File: config.mk
export PLATFORM = sky130hd
export DESIGN_NAME = display_refresh_scheduler
export DESIGN_NICKNAME = d
export VERILOG_FILES = /design/src/rtl/display_refresh_scheduler.sv
export SDC_FILE = /design/constraint.sdc
export NUM_CORES = 1
export LEC_CHECK = 0
export ABC_AREA = 0
export CELL_PAD_IN_SITES_DETAIL_PLACEMENT = 0
export CELL_PAD_IN_SITES_GLOBAL_PLACEMENT = 1
export CORE_ASPECT_RATIO = 1.25
export CORE_MARGIN = 1.5
export CORE_UTILIZATION = 40
export DETAILED_ROUTE_END_ITERATION = 7
export GPL_ROUTABILITY_DRIVEN = 0
export PLACE_DENSITY = 0.81
export SYNTH_ARGS = -nofsm -noshare
export SYNTH_HDL_FRONTEND = slang
export SYNTH_SLANG_ARGS = --single-unit
File: constraint.sdc
create_clock -name clk_in -period 2.2 [get_ports clk_in]
set_input_delay 0.44 -clock clk_in [delete_from_list [all_inputs] [get_ports clk_in]]
set_output_delay 0.44 -clock clk_in [all_outputs]
set_load 0.01 [all_outputs]
File: src/rtl/display_refresh_scheduler.sv
// display_refresh_scheduler
// Decides when the OLED gets redrawn. Each new BCD result from the frequency
// core is latched and leading-zero blanked. A refresh strobe goes to the data
// streamer only when the streamer is idle, and redraws are rate-limited by a
// holdoff period. A result that arrives while an older one is still waiting
// replaces it, and the overrun counter records the replacement.
module display_refresh_scheduler #(
    parameter int         DIGITS_NUM    = 6,
    parameter int         MIN_INTERVAL  = 1200000,
    parameter bit         BLANK_LEADING = 1'b1,
    parameter logic [3:0] BLANK_CODE    = 4'hF,
    parameter int         OVR_W         = 8
) (
    input  logic                    clk_in,
    input  logic                    reset_in,
    input  logic [4*DIGITS_NUM-1:0] value_in,
    input  logic                    value_valid_in,
    output logic [4*DIGITS_NUM-1:0] digits_out,
    output logic                    refresh_stb_out,
    input  logic                    streamer_ready_in,
    output logic                    pending_out,
    output logic                    busy_out,
    output logic [OVR_W-1:0]        overrun_cnt_out
);

    // The holdoff counter only ever holds values up to MIN_INTERVAL-1.
    localparam int HOLD_W = (MIN_INTERVAL > 1) ? $clog2(MIN_INTERVAL) : 1;
    localparam logic [HOLD_W-1:0] HOLD_LOAD =
        (MIN_INTERVAL > 0) ? HOLD_W'(MIN_INTERVAL - 1) : '0;

    typedef enum logic [2:0] {
        S_IDLE,
        S_ISSUE,
        S_WAIT_BUSY,
        S_WAIT_DONE,
        S_HOLDOFF
    } state_t;

    state_t                  state_reg;
    logic [4*DIGITS_NUM-1:0] digits_reg;
    logic                    refresh_stb_reg;
    logic                    pending_reg;
    logic [4*DIGITS_NUM-1:0] pending_value_reg;
    logic [OVR_W-1:0]        overrun_reg;
    logic [HOLD_W-1:0]       hold_cnt_reg;
    logic [1:0]              ready_run_reg;

    logic                    issue_now;
    logic [4*DIGITS_NUM-1:0] blanked_value;

    // A pending result is handed to the streamer this cycle.
    assign issue_now = (state_reg == S_IDLE) && pending_reg && streamer_ready_in;

    // Leading-zero blanking of the pending value. zero_above[k] is set when
    // digits k..DIGITS_NUM-1 are all zero. Digit 0 always passes through, so
    // an all-zero value still shows a single '0'. Nibbles above 9 count as
    // nonzero, so they stop the blanking and are shown unchanged.
    if (BLANK_LEADING) begin : g_blank
        logic [DIGITS_NUM:1] zero_above;

        assign zero_above[DIGITS_NUM] = 1'b1;
        assign blanked_value[3:0]     = pending_value_reg[3:0];

        for (genvar gi = 1; gi < DIGITS_NUM; gi++) begin : g_digit
            assign zero_above[gi] = zero_above[gi+1] &
                                    (pending_value_reg[4*gi +: 4] == 4'd0);
            assign blanked_value[4*gi +: 4] =
                zero_above[gi] ? BLANK_CODE : pending_value_reg[4*gi +: 4];
        end
    end else begin : g_no_blank
        assign blanked_value = pending_value_reg;
    end

    // Capture logic, overrun accounting and the refresh FSM. All outputs are
    // registered.
    always_ff @(posedge clk_in) begin
        if (reset_in) begin
            state_reg         <= S_IDLE;
            digits_reg        <= '0;
            refresh_stb_reg   <= 1'b0;
            pending_reg       <= 1'b0;
            pending_value_reg <= '0;
            overrun_reg       <= '0;
            hold_cnt_reg      <= '0;
            ready_run_reg     <= '0;
        end else begin
            refresh_stb_reg <= 1'b0;

            // A new result always overwrites the pending slot. It counts as an
            // overrun only when an older result is lost without being issued.
            if (value_valid_in) begin
                pending_value_reg <= value_in;
                pending_reg       <= 1'b1;
                if (pending_reg && !issue_now && (overrun_reg != {OVR_W{1'b1}})) begin
                    overrun_reg <= overrun_reg + 1'b1;
                end
            end else if (issue_now) begin
                pending_reg <= 1'b0;
            end

            case (state_reg)
                S_IDLE: begin
                    if (issue_now) begin
                        digits_reg      <= blanked_value;
                        refresh_stb_reg <= 1'b1;
                        state_reg       <= S_ISSUE;
                    end
                end

                S_ISSUE: begin
                    ready_run_reg <= '0;
                    state_reg     <= S_WAIT_BUSY;
                end

                // If the streamer never drops ready, the strobe was probably
                // missed, so send it again with the same digits.
                S_WAIT_BUSY: begin
                    if (!streamer_ready_in) begin
                        state_reg <= S_WAIT_DONE;
                    end else if (ready_run_reg == 2'd3) begin
                        refresh_stb_reg <= 1'b1;
                        state_reg       <= S_ISSUE;
                    end else begin
                        ready_run_reg <= ready_run_reg + 1'b1;
                    end
                end

                S_WAIT_DONE: begin
                    if (streamer_ready_in) begin
                        if (MIN_INTERVAL == 0) begin
                            state_reg <= S_IDLE;
                        end else begin
                            hold_cnt_reg <= HOLD_LOAD;
                            state_reg    <= S_HOLDOFF;
                        end
                    end
                end

                S_HOLDOFF: begin
                    if (hold_cnt_reg == '0) begin
                        state_reg <= S_IDLE;
                    end else begin
                        hold_cnt_reg <= hold_cnt_reg - 1'b1;
                    end
                end

                default: state_reg <= S_IDLE;
            endcase
        end
    end

    assign digits_out      = digits_reg;
    assign refresh_stb_out = refresh_stb_reg;
    assign pending_out     = pending_reg;
    assign busy_out        = (state_reg != S_IDLE);
    assign overrun_cnt_out = overrun_reg;

endmodule

# Word-level counts from Yosys, hierarchy flattened
# Cells that the tools add are included.
[totals] ff_bits=84 wordCells=72
[classes] add_sub_neg=3 eq_ne=13 mux=23 bitwise=4 n_reduce_logical=21
[ops] cell="$mux W21" n=2
[ops] cell="$pmux W21 S2" n=1
[ops] cell="$logic_not A21 Y1" n=1
[ops] cell="$sub A21 B1 Y21 const B" n=1
[ops] cell="$logic_not A4 Y1" n=5
[ops] cell="$mux W4" n=5
[ops] cell="$mux W3" n=5
[ops] cell="$pmux W3 S5" n=1
[ops] cell="$ne A2 B2 Y1 const B" n=6
[ops] cell="$add A8 B1 Y8 const B" n=1
[ops] cell="$ne A8 B8 Y1 const B" n=1
[ops] cell="$eq A3 B2 Y1 const B" n=2
[ops] cell="$reduce_and A3 Y1" n=2
[ops] cell="$reduce_bool A2 Y1" n=3
[ops] cell="$mux W1" n=5
[ops] cell="$and A1 B1 Y1" n=4
[ops] cell="$logic_and A1 B1 Y1" n=4
[ops] cell="$mux W2" n=2
[ops] cell="$pmux W2 S2" n=1
[ops] cell="$reduce_and A2 Y1" n=2
[ops] cell="$reduce_and A4 Y1" n=1
[ops] cell="$eq A3 B1 Y1 const B" n=1
[ops] cell="$eq A3 B3 Y1 const B" n=1
[ops] cell="$logic_not A3 Y1" n=1
[ops] cell="other kinds (6)" n=6

# Logic depth before layout (Yosys ltp)
[logic_depth] ltp_word=7 depth_mapped=7 ltp_nobuf=6

# Worst setup path after synthesis
# No wires, ideal clock.
[synth_timing] path_kind="in2reg" start="input port streamer_ready_in" end="register overrun_reg[7] (netlist: overrun_cnt_out[7])" arrival_ps=1881 required_ps=2079 slack_ps=198 path_stages=6 path_buffers=1 cell_sequence="clkbuf_1 -> nand2b_1 -> o311ai_1 -> a31oi_1 -> nand4_1 -> mux2_2"
[synth_via] elab_chain_cells=5
[synth_rtl] item="start: declaration" line_no="20" rtl="input logic streamer_ready_in,"
[synth_rtl] item="$logic_and A1 B1 Y1" line_no="52" rtl="assign issue_now = (state_reg == S_IDLE) && pending_reg && streamer_ready_in;"
[synth_rtl] item="$logic_not A1 Y1" line_no="94" rtl="if (pending_reg && !issue_now && (overrun_reg != {OVR_W{1'b1}})) begin"
[synth_rtl] item="$logic_and A1 B1 Y1 (2 in series)" line_no="94"
[synth_rtl] item="$reduce_and A2 Y1 (no source line)"
[synth_rtl] item="end signal: assignment" line_no="95" rtl="overrun_reg <= overrun_reg + 1'b1;"
[synth_rtl] item="end: declaration" line_no="44" rtl="logic [OVR_W-1:0] overrun_reg;"
# No other way between the ends.
# A chain may end at the register's enable or synchronous reset.

# Final worst setup path
[layout_timing] start="register state_reg[2]" end="output port busy_out"
[layout_via] elab_chain_cells=1
[layout_rtl] item="start: declaration" line_no="39" rtl="state_t state_reg;"
[layout_rtl] item="start signal: assignment" line_no="78" rtl="state_reg <= S_IDLE;"
[layout_rtl] item="start signal: assignment" line_no="106" rtl="state_reg <= S_ISSUE;"
[layout_rtl] item="start signal: assignment" line_no="112" rtl="state_reg <= S_WAIT_BUSY;"
[layout_rtl] item="$reduce_bool A3 Y1" line_no="155" rtl="assign busy_out = (state_reg != S_IDLE);"
[layout_rtl] item="end: declaration" line_no="22" rtl="output logic busy_out,"
# No other way between the ends.

==> results.md <==
Setup path:
- The slowest stage of the critical path is the clkdlybuf4s50_1 cell.
- In this design, the stage delay of the slowest critical-path cell is about 0.48 ns.
- The worst setup path is launched from a flip-flop.
- The count of buffering cells on the critical path with inverters included is 3.
- The worst setup path is captured at an output port.
- The data arrival time at the worst-slack endpoint is about 1.6 ns.
- The required time of the critical path is between 1.5 and 2 ns.
- The critical path's top delay family is buffers and inverters.
- The signal on the critical path passes through buf_4 > nor3_1 > inv_1 > clkdlybuf4s50_1.
- The path type of the worst setup path is flip-flop to output port.
- Of all nets on the critical path, the largest fanout is 9.

Synth:
- The xor/xnor share of the synthesized area is 0.0167.
- The register bit total from synthesis is 84.
- The net count of the mapped netlist is 445.
- Counting flops with a built-in enable in the synthesized netlist gives 0.
- The cell area that synthesis handed to floorplanning was between 3000 and 4000 um^2.
- The synthesized netlist contains 53 unique library cells.
- The combinational family with the most area after synthesis is simple AND/OR/NAND/NOR gates.
- Of the total synthesized cell area, the portion taken by full adders, half adders and majority gates is 0.0136.
- After synthesis, the share of flip-flops with an asynchronous set or reset is 0.
- The count of yosys warnings during synthesis is 0.
- Of the total synthesized cell area, the portion taken by AND, OR, NAND and NOR gates is 0.253.
- The area fraction in compound gates after synthesis came to 0.144.
- Measured against the total synthesized area, the mux share comes to 0.0825.
- The most used flip-flop cell after synthesis is dfxtp_1.
- Synthesis produced a netlist whose cell count is a little over 400.
- In this run the mean area of a mapped cell was approximately 9 um^2.
- The share of the Yosys chip area taken by registers is 0.458.

Run status:
- The flow ran to the end, and the final reports show no timing, DRC or antenna violations.

CTS:
- The number of CTS-inserted buffers is 9.
- The post-CTS setup-driven buffer insertion count is 0.
- The H-tree was split into 3 levels.
- TritonCTS built the clock tree.
- After clock tree synthesis, the clock-pin slew on the worst setup and hold paths is 0.10 ns.
- For this design, the sink count on the clock tree is 84.
- The library cell used as clock root buffer is clkbuf_8.
- The largest buffer count on any clock path is 2.
- Clock latency on the worst-skew pair, taken at its later pin, is between 0.3 and 0.4 ns.
- The number of gates resized after CTS was 0.
- The number of buffers inserted by hold repair at cts is 0.

Timing:
- In the final timing run, aggregate negative setup slack is 0 ns.
- The minimum period implied by the final worst setup slack is 2.04 ns.
- Setup repair after global routing left no endpoint under its margin.
- Measured against its own limit, the worst slew margin works out to 0.666.
- The final number of hold-violating endpoints is 0.
- The part of the cycle the worst path needs is 0.929.
- On the final layout, the worst clock skew is between 0.01 and 0.015 ns.
- The number of setup violations in the final report is 0.
- The number of max-slew violations in the final report came to 0.
- The upper clock frequency limit is ~490 MHz.
- The measured slew at the worst slew-check pin is around 0.49 ns.

Global routing:
- The largest net degree at the start of global routing is 80.
- The first global-routing pass estimated 13400 um of wire.
- The number of antenna violations at the first check in global routing is 0.
- The global routing usage summed across all routing layers is 0.175.
- The global-route congestion overflow total is 0.
- The via count of the first global-routing pass was 2914.

Finish:
- The relative area change from synthesis to final layout is 28.1%.
- The number of antenna diodes in the final layout is 0.
- Of the cells placed in the final design, the portion with a size suffix greater than 1 is 0.109.
- The number of nets in the finished design is 513.
- The filler cells instantiated in the layout total around 840.

Detailed routing:
- The number of detailed-routing iterations run before antenna repair is 4.
- After the first detailed-routing iteration, the DRC count stood at 96.
- After detailed routing, the number of remaining DRC violations is 0.
- In the final routed layout, each cell accounts on average for roughly 14 um.
- The detail route stage leaves a number of antenna-violating nets equal to 0.
- After detailed routing, the number of vias per cell comes to 5.20.
- Wires add up to just over 8000 um.
- The vias after detailed routing is ~3.2k.

Placement:
- The wire-length estimate of the detail-placed layout is just under 6000 um.
- In this run the tool buffered the top-level ports with 62 buffer cells.

Die:
- The floorplan step set the die height to between 100 and 150 um.
- The die span in x is 88.7 um.
- During I/O placement, the number of pins put on the boundary was 63.
- The area of the die is roughly 9800 um^2.
- For this configuration, the core starts out at a cell density of 0.417.
- Row generation in the floorplan step produced 38 rows.
- In this run the standard cell core region covers just under 9000 um^2.

Power:
- The power density relative to cell area is around 760 nW/um^2.
- The leakage power figure is ~0.0018 uW.
- The worst ir drop on vdd is roughly 0.38 mV.
- The completed layout was analyzed and its total power is ~3600 uW.

Min path:
- The class of the tightest hold or removal check is flip-flop to flip-flop.

Run:
- Max-cap violations in this run came to 0.
-- Yosys cell counts, types with 3 or more instances --
cell type,n,area (um^2)
a31oi_1,7,43.8
a211oi_1,10,75.1
xnor2_1,7,61.3
o22ai_1,3,18.8
nor2b_1,4,25.0
o31ai_1,4,30.0
or3_1,5,31.3
nand3_1,8,40.0
nand2_1,30,113
ha_1,4,50.1
or4_1,4,30.0
dfxtp_1,84,1680
nor3_1,26,130
o21ai_0,13,65.1
clkbuf_1,18,67.6
a21oi_1,18,90.1
inv_1,7,26.3
a311oi_1,6,52.6
nor4_1,6,37.5
a2111oi_0,3,26.3
nor2_1,67,251
buf_1,3,11.3
and3_1,4,25.0
mux2i_1,28,280
and2_1,3,18.8
o21a_1,5,37.5
-- cells by family (layout without fill, tap and decap cells) --
group,after synthesis,after routing
buffers and inverters,30,103
XOR/XNOR,7,7
multiplexers,30,30
adder cells (fa/ha/maj),4,4
flip-flops,84,84
AO/OA/AOI/OAI,79,79
AND/OR/NAND/NOR,179,179
-- worst paths after layout --
check                                     startpoint         endpoint  cells past startpoint  slack (ns)
worst max-delay path                    state_reg[2]         busy_out                      4        0.16
worst min-delay path            pending_value_reg[1]    digits_out[1]                      2        0.46
worst max register to register      hold_cnt_reg[13]  hold_cnt_reg[4]                      5        0.16
worst min register to register  pending_value_reg[1]    digits_out[1]                      2        0.46
-- stage by stage --
| step | util | hold slack (ns) | setup WS (ns) | std cells | instance area [um^2] |
|---|---|---|---|---|---|
| after global placement | 0.513 | 0.437 | 0.0610 | 590 | 4520 |
| after CTS | 0.535 | 0.461 | 0.126 | 606 | 4700 |
| after global routing | 0.535 | 0.483 | 0.0554 | 606 | 4700 |
| after detailed placement | 0.513 | 0.447 | 0.0443 | 590 | 4520 |
| after floorplan | - | 0.431 | 0.198 | 413 | 3670 |
| final | 0.535 | 0.456 | 0.157 | 606 | 4700 |
-- power by group --
part / switching (uW) / internal [uW]
registers: 83.5 / 1620
clock network: 598 / 460
logic: 409 / 390
-- cell type report --
| class | instances | area, um^2 | share of cell area |
|---|---|---|---|
| clock inverter | 6 | 51.3 | 0.0109 |
| clock buffer | 10 | 138 | 0.0293 |
| inverter | 7 | 26.3 | 0.00559 |
| multi-input combinational | 299 | 1880 | 0.400 |
| timing repair buffer | 80 | 776 | 0.165 |
| sequential | 84 | 1680 | 0.357 |
| tap | 120 | 150 | 0.0319 |
-- tightest hold or removal path, cell delays in order, from the launching register on --
cell	delay, ns
dfxtp_1	0.32
nand2_1	0.05
a21oi_1	0.05
-- placed cells by master, fill, tap and decap left out, drive strengths merged, types with 8 or more instances in the layout --
| master | Yosys | layout |
|---|---|---|
| dfxtp | 84 | 84 |
| nor2 | 67 | 67 |
| clkdlybuf4s50 | 0 | 61 |
| nand2 | 31 | 31 |
| mux2i | 28 | 28 |
| nor3 | 27 | 27 |
| buf | 5 | 19 |
| a21oi | 18 | 18 |
| o21ai | 13 | 13 |
| inv | 7 | 11 |
| a211oi | 10 | 10 |
| clkbuf | 18 | 10 |
| nor4 | 9 | 9 |
| nand3 | 8 | 8 |
-- metal layers --
metal | part of all wire | global-route usage | wire [um]
met5 | 0 | 0 | 0
met3 | 0.037 | 0.0514 | 302
met4 | 0.011 | 0.0502 | 90
met2 | 0.51 | 0.304 | 4180
met1 | 0.44 | 0.207 | 3660
(Power assumes the default switching activity.)
